--- src/rtl/regfile_wb_queue_if.sv ---
// regfile_wb_queue_if: writeback request, register-file write and bypass signals of regfile_wb_queue.
// Carries stall_cnt only when WBQ_STALL_CNT_EN is defined.
interface regfile_wb_queue_if #(parameter int AW = 2);
  logic        mem_valid;
  logic [4:0]  mem_reg;
  logic [31:0] mem_data;
  logic        mem_ready;
  logic        alu_valid;
  logic [4:0]  alu_reg;
  logic [31:0] alu_data;
  logic        alu_overflow;
  logic        alu_of_control;
  logic        alu_ready;
  logic        wr_stall;
  logic        regwrite;
  logic [4:0]  wrreg;
  logic [31:0] wrdata;
  logic        overflow_flag;
  logic        of_control;
  logic [4:0]  fwd_reg;
  logic        fwd_hit;
  logic [31:0] fwd_data;
  logic [AW:0] count;
`ifdef WBQ_STALL_CNT_EN
  logic [15:0] stall_cnt;
  modport slave (
    input  mem_valid, mem_reg, mem_data, alu_valid, alu_reg, alu_data, alu_overflow, alu_of_control,
    input  wr_stall, fwd_reg,
    output mem_ready, alu_ready, regwrite, wrreg, wrdata, overflow_flag, of_control, fwd_hit, fwd_data,
    output count, stall_cnt
  );
  modport master (
    output mem_valid, mem_reg, mem_data, alu_valid, alu_reg, alu_data, alu_overflow, alu_of_control,
    output wr_stall, fwd_reg,
    input  mem_ready, alu_ready, regwrite, wrreg, wrdata, overflow_flag, of_control, fwd_hit, fwd_data,
    input  count, stall_cnt
  );
`else
  modport slave (
    input  mem_valid, mem_reg, mem_data, alu_valid, alu_reg, alu_data, alu_overflow, alu_of_control,
    input  wr_stall, fwd_reg,
    output mem_ready, alu_ready, regwrite, wrreg, wrdata, overflow_flag, of_control, fwd_hit, fwd_data,
    output count
  );
  modport master (
    output mem_valid, mem_reg, mem_data, alu_valid, alu_reg, alu_data, alu_overflow, alu_of_control,
    output wr_stall, fwd_reg,
    input  mem_ready, alu_ready, regwrite, wrreg, wrdata, overflow_flag, of_control, fwd_hit, fwd_data,
    input  count
  );
`endif
endinterface

--- src/rtl/regfile_wb_queue.sv ---
// regfile_wb_queue: in-order writeback queue feeding the register file write port, with bypass lookup.
// Optional WBQ_STALL_CNT_EN adds a saturating counter of stalled non-empty cycles.
module regfile_wb_queue #(
  parameter int DEPTH = 4,
  parameter int AW    = 2
) (
  input logic clk,
  input logic rst,
  regfile_wb_queue_if.slave bus
);
  typedef struct packed {
    logic [4:0]  rd;
    logic [31:0] data;
    logic        ov;
    logic        ofc;
  } entry_t;
  entry_t      q_q [DEPTH];
  entry_t      head;
  entry_t      e;
  logic [AW-1:0] rp_q, wp_q;
  logic [AW:0]   count_q, count_d;
  logic          mem_push, alu_push, pop;
  logic          regwrite_q, ovf_q, ofc_q;
  logic [4:0]    wrreg_q;
  logic [31:0]   wrdata_q;
  logic          fwd_hit_d;
  logic [31:0]   fwd_data_d;
  assign bus.mem_ready = count_q < (AW+1)'(DEPTH);
  assign bus.alu_ready = count_q + (AW+1)'(bus.mem_valid) < (AW+1)'(DEPTH);
  // reg 0 writes are dropped unless they carry an overflow check that must reach the register file
  assign mem_push = bus.mem_valid && bus.mem_ready && bus.mem_reg != 5'd0;
  assign alu_push = bus.alu_valid && bus.alu_ready && (bus.alu_reg != 5'd0 || bus.alu_of_control);
  assign pop      = count_q != '0 && !bus.wr_stall;
  assign head     = q_q[rp_q];
  assign count_d  = count_q + (AW+1)'(mem_push) + (AW+1)'(alu_push) - (AW+1)'(pop);
  always_ff @(posedge clk) begin
    if (mem_push) q_q[wp_q] <= {bus.mem_reg, bus.mem_data, 1'b0, 1'b0};
    if (alu_push) q_q[wp_q + AW'(mem_push)] <= {bus.alu_reg, bus.alu_data, bus.alu_overflow, bus.alu_of_control};
  end
  always_ff @(posedge clk or posedge rst) begin
    if (rst) begin
      rp_q    <= '0;
      wp_q    <= '0;
      count_q <= '0;
    end else begin
      wp_q    <= wp_q + AW'(mem_push) + AW'(alu_push);
      rp_q    <= rp_q + AW'(pop);
      count_q <= count_d;
    end
  end
  always_ff @(posedge clk or posedge rst) begin
    if (rst) begin
      regwrite_q <= 1'b0;
      ovf_q      <= 1'b0;
      ofc_q      <= 1'b0;
      wrreg_q    <= '0;
      wrdata_q   <= '0;
    end else if (pop) begin
      regwrite_q <= !(head.ov && head.ofc);
      ovf_q      <= head.ov;
      ofc_q      <= head.ofc;
      wrreg_q    <= head.rd;
      wrdata_q   <= head.data;
    end else begin
      regwrite_q <= 1'b0;
      ovf_q      <= 1'b0;
      ofc_q      <= 1'b0;
    end
  end
  // walk oldest to youngest so the last match left standing is the youngest
  always_comb begin
    fwd_hit_d  = 1'b0;
    fwd_data_d = '0;
    e          = '0;
    for (int i = 0; i < DEPTH; i++) begin
      e = q_q[rp_q + AW'(i)];
      if ((AW+1)'(i) < count_q && bus.fwd_reg != 5'd0 && e.rd == bus.fwd_reg && !(e.ov && e.ofc)) begin
        fwd_hit_d  = 1'b1;
        fwd_data_d = e.data;
      end
    end
  end
  assign bus.fwd_hit       = fwd_hit_d;
  assign bus.fwd_data      = fwd_data_d;
  assign bus.regwrite      = regwrite_q;
  assign bus.overflow_flag = ovf_q;
  assign bus.of_control    = ofc_q;
  assign bus.wrreg         = wrreg_q;
  assign bus.wrdata        = wrdata_q;
  assign bus.count         = count_q;
`ifdef WBQ_STALL_CNT_EN
  logic [15:0] stall_cnt_q;
  always_ff @(posedge clk or posedge rst) begin
    if (rst) stall_cnt_q <= '0;
    else if (count_q != '0 && bus.wr_stall && stall_cnt_q != 16'hFFFF) stall_cnt_q <= stall_cnt_q + 16'd1;
  end
  assign bus.stall_cnt = stall_cnt_q;
`endif
endmodule
--- src/flat_wrapper.sv ---
// flat-port wrapper written by rule: the top's interface ports become plain ports
module regfile_wb_queue_flat 
#(
  parameter int DEPTH = 4,
  parameter int AW    = 2
)
  (clk, rst, bus_mem_valid, bus_mem_reg, bus_mem_data, bus_alu_valid, bus_alu_reg, bus_alu_data, bus_alu_overflow, bus_alu_of_control, bus_wr_stall, bus_fwd_reg, bus_mem_ready, bus_alu_ready, bus_regwrite, bus_wrreg, bus_wrdata, bus_overflow_flag, bus_of_control, bus_fwd_hit, bus_fwd_data, bus_count);
  regfile_wb_queue_if #(.AW(AW)) bus_i ();
  input logic clk;
  input logic rst;
  input wire logic [$bits(bus_i.mem_valid)-1:0] bus_mem_valid;
  input wire logic [$bits(bus_i.mem_reg)-1:0] bus_mem_reg;
  input wire logic [$bits(bus_i.mem_data)-1:0] bus_mem_data;
  input wire logic [$bits(bus_i.alu_valid)-1:0] bus_alu_valid;
  input wire logic [$bits(bus_i.alu_reg)-1:0] bus_alu_reg;
  input wire logic [$bits(bus_i.alu_data)-1:0] bus_alu_data;
  input wire logic [$bits(bus_i.alu_overflow)-1:0] bus_alu_overflow;
  input wire logic [$bits(bus_i.alu_of_control)-1:0] bus_alu_of_control;
  input wire logic [$bits(bus_i.wr_stall)-1:0] bus_wr_stall;
  input wire logic [$bits(bus_i.fwd_reg)-1:0] bus_fwd_reg;
  output wire logic [$bits(bus_i.mem_ready)-1:0] bus_mem_ready;
  output wire logic [$bits(bus_i.alu_ready)-1:0] bus_alu_ready;
  output wire logic [$bits(bus_i.regwrite)-1:0] bus_regwrite;
  output wire logic [$bits(bus_i.wrreg)-1:0] bus_wrreg;
  output wire logic [$bits(bus_i.wrdata)-1:0] bus_wrdata;
  output wire logic [$bits(bus_i.overflow_flag)-1:0] bus_overflow_flag;
  output wire logic [$bits(bus_i.of_control)-1:0] bus_of_control;
  output wire logic [$bits(bus_i.fwd_hit)-1:0] bus_fwd_hit;
  output wire logic [$bits(bus_i.fwd_data)-1:0] bus_fwd_data;
  output wire logic [$bits(bus_i.count)-1:0] bus_count;
  assign bus_i.mem_valid = bus_mem_valid;
  assign bus_i.mem_reg = bus_mem_reg;
  assign bus_i.mem_data = bus_mem_data;
  assign bus_i.alu_valid = bus_alu_valid;
  assign bus_i.alu_reg = bus_alu_reg;
  assign bus_i.alu_data = bus_alu_data;
  assign bus_i.alu_overflow = bus_alu_overflow;
  assign bus_i.alu_of_control = bus_alu_of_control;
  assign bus_i.wr_stall = bus_wr_stall;
  assign bus_i.fwd_reg = bus_fwd_reg;
  assign bus_mem_ready = bus_i.mem_ready;
  assign bus_alu_ready = bus_i.alu_ready;
  assign bus_regwrite = bus_i.regwrite;
  assign bus_wrreg = bus_i.wrreg;
  assign bus_wrdata = bus_i.wrdata;
  assign bus_overflow_flag = bus_i.overflow_flag;
  assign bus_of_control = bus_i.of_control;
  assign bus_fwd_hit = bus_i.fwd_hit;
  assign bus_fwd_data = bus_i.fwd_data;
  assign bus_count = bus_i.count;
  regfile_wb_queue #(.DEPTH(DEPTH), .AW(AW)) u_core (.clk(clk), .rst(rst), .bus(bus_i));
endmodule
--- config.mk ---
export PLATFORM = sky130hd
export DESIGN_NAME = regfile_wb_queue_flat
export DESIGN_NICKNAME = d
export VERILOG_FILES = /design/src/rtl/regfile_wb_queue_if.sv /design/src/rtl/regfile_wb_queue.sv /design/src/flat_wrapper.sv
export SDC_FILE = /design/constraint.sdc
export NUM_CORES = 1
export LEC_CHECK = 0
export ABC_CLOCK_PERIOD_IN_PS = 3800
export CAP_MARGIN = 0
export CORE_MARGIN = 2
export CORE_UTILIZATION = 30
export CTS_CLUSTER_SIZE = 20
export DETAILED_ROUTE_END_ITERATION = 10
export GPL_ROUTABILITY_DRIVEN = 0
export HOLD_SLACK_MARGIN = 0.03
export PLACE_DENSITY = 0.55
export SLEW_MARGIN = 30
export SYNTH_ARGS = -nofsm -noshare
export SYNTH_HDL_FRONTEND = slang
export SYNTH_SLANG_ARGS = --single-unit
--- constraint.sdc ---
create_clock -name clk -period 3.8 [get_ports clk]
set_clock_uncertainty 0.15 [all_clocks]
set_input_delay 0.76 -clock clk [delete_from_list [all_inputs] [get_ports clk]]
set_output_delay 0.76 -clock clk [all_outputs]
set_load 0.03 [all_outputs]
==> results of run 1 <==
[power breakdown]
part / switching [mW] / total (mW) / internal, mW
clock network: 1.01 / 2.57 / 1.56
registers: 0.420 / 3.81 / 3.39
logic: 5.98 / 11.1 / 5.14
[cell type report]
type	instances	area [µm²]	area share [%]
clock buffer	40	785.8	4.166
inverter	14	55.05	0.2919
multi-input combinational	832	7694	40.79
sequential	203	5868	31.11
timing repair buffer	315	3602	19.10
antenna	4	10.01	0.05307
clock inverter	10	106.4	0.5638
tap	592	740.7	3.927
[through the flow]
step | power (mW) | setup slack, ns | area [µm²] | hold WS, ns | setup TNS, ns
2_1_floorplan | 9.767 | 0.02069 | 13560 | 0.3511 | 0
3_3_place_gp | 13.80 | -0.6843 | 16890 | 0.3120 | -20.64
3_5_place_dp | 13.93 | -0.7136 | 16900 | 0.3203 | -17.37
4_1_cts | 17.19 | -0.7929 | 18450 | 0.3338 | -24.25
5_1_grt | 18.38 | -0.8372 | 18860 | 0.3607 | -26.92
6_report | 17.51 | -0.7382 | 18860 | 0.3275 | -23.75
[state kept, by name (all words and copies together), names as in the netlist]
signal,flops
u_core.bus.wrdata,32
u_core.bus.regwrite,1
u_core.bus.count,3
u_core.bus.overflow_flag,1
u_core.bus.of_control,1
u_core.q_q,156
u_core.bus.wrreg,5
u_core.rp_q,2
u_core.wp_q,2
[worst paths after layout]
check / end / slack (ns) / depth (start not counted)
setup reg to reg: u_core.bus.wrdata[21] / 1.07 / 7
max in group asynchronous: u_core.bus.wrdata[18] / 2.17 / 3
hold / removal: u_core.bus.wrdata[4] / 0.33 / 2
min in group asynchronous: u_core.bus.of_control / 0.48 / 2
setup / recovery: bus_fwd_data[22] / -0.74 / 13
hold reg to reg: u_core.bus.wrdata[4] / 0.33 / 2
[what timing repair did]
item | CTS | global route
cloned | 6 | 2
setup buffers | 22 | 4
pin swaps | 12 | 18
gates resized for setup | 73 | 62
endpoints found under the setup margin | 33 | 33
hold buffers | 0 | 0
[cell usage in the layout, fill, tap and decap left out, types with 45 or more instances in the layout]
master and n:
mux2_2 203, edfxtp_1 156, mux2i_1 136, clkdlybuf4s50_1 130
buf_4 90, nor2_1 86, nand2_1 56, nand3_1 52
buf_12 50, dfrtp_1 45
[synth_stat cells (2+ instances only)]
library cell	n	area, µm²
xnor2_1	8	70.07
nor3_1	3	15.01
a211oi_1	3	22.52
fa_1	2	40.04
buf_2	24	120.1
edfxtp_1	156	4684
dfrtp_1	47	1176
buf_6	8	90.09
a21oi_1	23	115.1
o21ai_0	33	165.2
nand3_1	54	270.3
o311ai_1	35	306.5
nand4b_1	2	17.52
buf_1	21	78.83
o31ai_1	6	45.04
clkbuf_1	53	198.9
inv_2	2	7.510
mux2i_1	136	1361
nand2_1	56	210.2
xor2_1	18	157.7
o21bai_1	3	22.52
nor2_1	86	322.8
and2_1	4	25.02
or3_1	2	12.51
mux4_2	23	518.0
inv_1	11	41.29
mux2_2	203	2286
ha_1	6	75.07
nand3b_1	42	315.3
a31oi_1	5	31.28
or2_2	2	12.51
nor4_1	8	50.05
o311ai_0	25	219.0
buf_4	8	60.06
a22o_1	32	280.3
[per-layer routing]
layer | wire (µm) | vias up | global-route usage, %
li1 | - | 4949 | -
met1 | 19610 | 5358 | 24.48
met2 | 21620 | 328 | 31.46
met3 | 2131 | 89 | 2.386
met4 | 1635 | 0 | 7.466
met5 | 0 | - | 0
[kinds of logic (layout without fill, tap and decap cells)]
group,count (synthesis),count (layout)
AOI/OAI and AO/OA,170,170
xor gates and xnor gates,26,26
adders and majority gates,8,8
buffers and inverters,128,379
DFF,203,203
muxes,362,362
other,0,4
and+or+nand+nor,266,266
[tightest hold or removal path, cell delays in order, from the launching register on]
cell and delay [ns]:
dfrtp_1 0.34, nand2_1 0.04, o21ai_0 0.06
==> flow_metrics.env, run 1 <==
export IMPL_clk_pin_slew_ns=0.06
export IMPL_num_rows=77
export IMPL_hp_class="reg -> reg"
export IMPL_clockRootBuffer="clkbuf_16"
export IMPL_start_kind="flop"
export IMPL_crit_chain="buf_12, buf_8, mux4_2, xor2_1, nor4_2, buf_4, o2111ai_4, buf_6, buf_12, nor2b_4, clkbuf_16, a22o_4, buf_12"
export IMPL_clock_latency_ns=0.56
export IMPL_p_leak_nw=6.894
export IMPL_worst_ep_arrival_time_ns=3.63
export IMPL_rsz0062_at_grt="yes"
export IMPL_tightest_slew_ns=0.9784
export IMPL_syn_to_final_growth_pct=39.42
export IMPL_clock_fmax_ghz=0.2204
export IMPL_grt_max_degree=130
export IMPL_drt_iter0_drc=717
export IMPL_utilization_pct=42.47
export IMPL_worst_slack_ns=-0.7382
export IMPL_synthFlopType="edfxtp_1"
export IMPL_yosys_area_share_simple_pct=9.646
export IMPL_regToRegStartpoint="u_core.rp_q[1]"
export IMPL_vias_per_cell=5.335
export IMPL_cts_sinks=203
export IMPL_final_antenna_net_count=0
export IMPL_drive_gt1_share_pct=37.20
export IMPL_cts_buffers=27
export IMPL_die_height_um=216.4
export IMPL_cts_max_level=1
export IMPL_path_class="reg -> out"
export IMPL_pin_count=164
export IMPL_cpPeakStageDelay_ns=0.54
export IMPL_hold_path_startpoint="u_core.bus.wrdata[4]"
export IMPL_first_global_vias=10950
export IMPL_status="finished, violations left"
export IMPL_synth_top_family_by_area="multiplexers"
export IMPL_final_instance_count_excl_fill=2010
export IMPL_hold_viol_final=0
export IMPL_ys_types=48
export IMPL_grt_pass1_wl_um=67230
export IMPL_crit_required_ns=2.89
export IMPL_drc_errors=0
export IMPL_wl_per_cell_um=22.39
export IMPL_hpwl_um=29360
export IMPL_dr_pass1_iters=5
export IMPL_start_util_pct=30.46
export IMPL_synth_xor_area_share_pct=1.683
export IMPL_grt_usage_pct=18.74
export IMPL_grt_overflow=0
export IMPL_ys_seq_area_share_pct=43.32
export IMPL_clock_path_buffers=3
export IMPL_path_buf_inv=7
export IMPL_antenna_found_initial=4
export IMPL_io_buffers=163
export IMPL_drv_slew=0
export IMPL_slew_headroom_pct=34.77
export IMPL_syn_inst=1163
export IMPL_routed_wl_um=44990
export IMPL_ys_async_sr_fraction_pct=23.15
export IMPL_period_minus_slack_ns=4.538
export IMPL_powerDensity_mw_per_mm2=928.1
export IMPL_violations="negative setup slack"
export IMPL_final_nets=1487
export IMPL_synthAdderAreaFrac_pct=0.8508
export IMPL_maxCapViolCount=0
export IMPL_die_w_um=216.4
export IMPL_slowest_stage="dfrtp_4"
export IMPL_dieArea_mm2=0.04681
export IMPL_synth_ff_latch_count=203
export IMPL_cp_end_kind="primary output"
export IMPL_cts_tree="built"
export IMPL_path_max_fanout=8
export IMPL_cp_startpoint="u_core.rp_q[0]"
export IMPL_crit_path_frequent_cell="buf_12"
export IMPL_vdd_drop_max_mv=0.5772
export IMPL_cpLargestDelayFamily="buffers and inverters"
export IMPL_synth_compound_area_share_pct=9.276
export IMPL_setup_viol=33
export IMPL_nFillCells=4105
export IMPL_dp_cells=1922
export IMPL_fin_crit_sh_pct=119.4
export IMPL_core_area_mm2=0.04441
export IMPL_via_count=10720
export IMPL_synth_nets=1257
export IMPL_syn_avg_cell_area_um2=11.63
export IMPL_synthesis_area_mm2=0.01353
export IMPL_synth_warning_count=0
export IMPL_synthMuxAreaShare_pct=30.79
export IMPL_synth_edf_count=156
Note: power is estimated with default switching activity, not from simulation.
==> run 2: changes to the inputs <==
Settings changed: SETUP_SLACK_MARGIN set to 0.4.
==> run 2 against run 1 <==
Net effect: critical endpoint is now bus_fwd_data[31]; count of clock-buffer cells in the layout shrank 6; routed wire length shrank 0.52%; critical path type unchanged; utilization shrank 0.58 points; total power shrank 1.8%; flip-flop and latch count is the same; clock power grew 3%; the flow still finishes with violations (negative setup slack); first-iteration DRC count shrank 10%; register-to-register slack lost 0.02 ns.
==> flow_metrics.env, run 2 (same netlist as run 1, synthesis figures left out) <==
export IMPL_wl_per_cell_um=22.78
export IMPL_swShare_pct=43.04
export IMPL_num_antenna_cells=0
export IMPL_seqCellArea_mm2=0.005868
export IMPL_start_util_pct=30.46
export IMPL_drive_gt1_share_pct=38.46
export IMPL_core_area_mm2=0.04441
export IMPL_cp_end_kind="primary output"
export IMPL_io_buffers=163
export IMPL_cts_sinks=203
export IMPL_top_register="u_core.q_q"
export IMPL_cts_tree="built"
export IMPL_maxCapViolCount=0
export IMPL_tightest_slew_ns=0.8970
export IMPL_final_antenna_net_count=0
export IMPL_final_common_cell="mux2_2"
export IMPL_slew_headroom_pct=40.20
export IMPL_largest_reg_flops=156
export IMPL_clock_latency_ns=0.55
export IMPL_period_minus_slack_ns=4.416
export IMPL_setup_viol=33
export IMPL_vias_per_cell=5.323
export IMPL_cts_hold_buf=0
export IMPL_rsz0062_at_grt="yes"
export IMPL_grt_usage_pct=18.99
export IMPL_status="finished, violations left"
export IMPL_drv_slew=0
export IMPL_path_class="reg -> out"
export IMPL_r2r_cells=8
export IMPL_grt_overflow=0
export IMPL_utilization_pct=41.89
export IMPL_syn_to_final_growth_pct=37.52
export IMPL_die_height_um=216.4
export IMPL_crit_required_ns=2.89
export IMPL_clock_fmax_ghz=0.2265
export IMPL_num_rows=77
export IMPL_clk_pin_slew_ns=0.06
export IMPL_seqPwrFrac_pct=22.3
export IMPL_holdWs_ns=0.3266
export IMPL_hp_class="reg -> reg"
export IMPL_p_int_mw=9.788
export IMPL_dp_cells=1904
export IMPL_clock_path_buffers=3
export IMPL_layout_common_cells="mux2_2 (203), edfxtp_1 (156), mux2i_1 (132)"
export IMPL_cts_max_level=1
export IMPL_p_leak_nw=6.747
export IMPL_crit_path_frequent_cell="buf_4"
export IMPL_fin_crit_sh_pct=116.2
export IMPL_path_max_fanout=8
export IMPL_cts_buffers=26
export IMPL_crit_chain="buf_6, mux4_2, xor2_1, nor4_1, buf_4, o2111ai_4, buf_12, buf_16, o311ai_0, a22o_2, buf_4"
export IMPL_clockRootBuffer="clkbuf_16"
export IMPL_hpwl_um=29430
export IMPL_multi_input_area_mm2=0.007985
export IMPL_antenna_found_initial=0
export IMPL_drc_errors=0
export IMPL_slowest_stage="mux4_2"
export IMPL_powerDensity_mw_per_mm2=923.7
export IMPL_final_nets=1447
export IMPL_worstHoldPathCells=2
export IMPL_routed_wl_um=44760
export IMPL_pre_cts_slack_ns=-0.5116
export IMPL_vdd_drop_max_mv=0.4845
export IMPL_combPwrFrac_pct=62.2
export IMPL_final_instance_count_excl_fill=1965
export IMPL_nFillCells=4131
export IMPL_start_kind="flop"
export IMPL_first_global_vias=10840
export IMPL_hold_viol_final=0
export IMPL_pin_count=164
export IMPL_grt_pass1_wl_um=68170
export IMPL_drt_iter0_drc=642
export IMPL_worst_slack_ns=-0.6157
export IMPL_via_count=10460
export IMPL_worst_ep_arrival_time_ns=3.51
export IMPL_violations="negative setup slack"
export IMPL_dieArea_mm2=0.04681
export IMPL_die_w_um=216.4
export IMPL_cpPeakStageDelay_ns=0.49
export IMPL_clkPwrFrac_pct=15.4
export IMPL_dr_pass1_iters=5
export IMPL_grt_max_degree=129
export IMPL_p_switching_mw=7.397
[run 2: power groups by stage]
stage / logic [mW] / clock network (mW) / registers [mW]
after floorplan: 6.10 / 0 / 4.18
after global placement: 9.92 / 0 / 3.85
after detailed placement: 10.0 / 0 / 3.89
after CTS: 10.7 / 2.71 / 3.84
after global routing: 11.4 / 2.81 / 3.94
final: 10.7 / 2.65 / 3.84
[run 2: through the flow]
step / instance area (µm²) / power (mW) / TNS [ns]
3_3_place_gp: 16990 / 13.77 / -11.70
6_report: 18610 / 17.19 / -18.71
5_1_grt: 18610 / 18.11 / -22.88
3_5_place_dp: 16990 / 13.91 / -14.50
2_1_floorplan: 14160 / 10.28 / 0
4_1_cts: 18510 / 17.20 / -18.99
[run 2: cell type report]
| cell class | instances | area share [%] |
|---|---|---|
| clock buffer | 34 | 3.988 |
| inverter | 14 | 0.2959 |
| clock inverter | 14 | 0.9549 |
| timing repair buffer | 276 | 16.32 |
| multi-input combinational | 832 | 42.92 |
| tap | 592 | 3.981 |
| sequential | 203 | 31.54 |
[run 2: final timing paths]
check	start	slack, ns	to
max	u_core.rp_q[0]	-0.62	bus_fwd_data[31]
min	u_core.bus.wrdata[3]	0.33	u_core.bus.wrdata[3]
max reg2reg	u_core.bus.count[1]	1.05	u_core.q_q[2][19]
min reg2reg	u_core.bus.wrdata[3]	0.33	u_core.bus.wrdata[3]
max in group asynchronous	rst	2.27	u_core.bus.wrdata[26]
min in group asynchronous	rst	0.51	u_core.bus.wrdata[6]
[run 2: routing by layer]
metal / global-route usage [%] / part of all wire, % / vias up
met5: 0 / 0 / -
met2: 32.81 / 49 / 262
met3: 2.442 / 4.7 / 52
met4: 4.452 / 1.7 / 0
li1: - / - / 4864
met1: 25.26 / 44 / 5281
[run 2: worst max-delay path: cells and delay by family (launching register included)]
family	cells	cell delay, ns
AO/OA/AOI/OAI	3	0.74
XOR/XNOR	1	0.16
AND/OR/NAND/NOR	1	0.25
buffers and inverters	5	0.82
flip-flops	1	0.48
multiplexers	1	0.49
[run 2: repair_timing]
item / CTS / global route
hold endpoints to repair: 0 / 0
resized for setup: 77 / 15
setup buffers: 9 / 1
pin swaps: 12 / 5
gates cloned: 3 / 0
setup endpoints to repair: 33 / 33
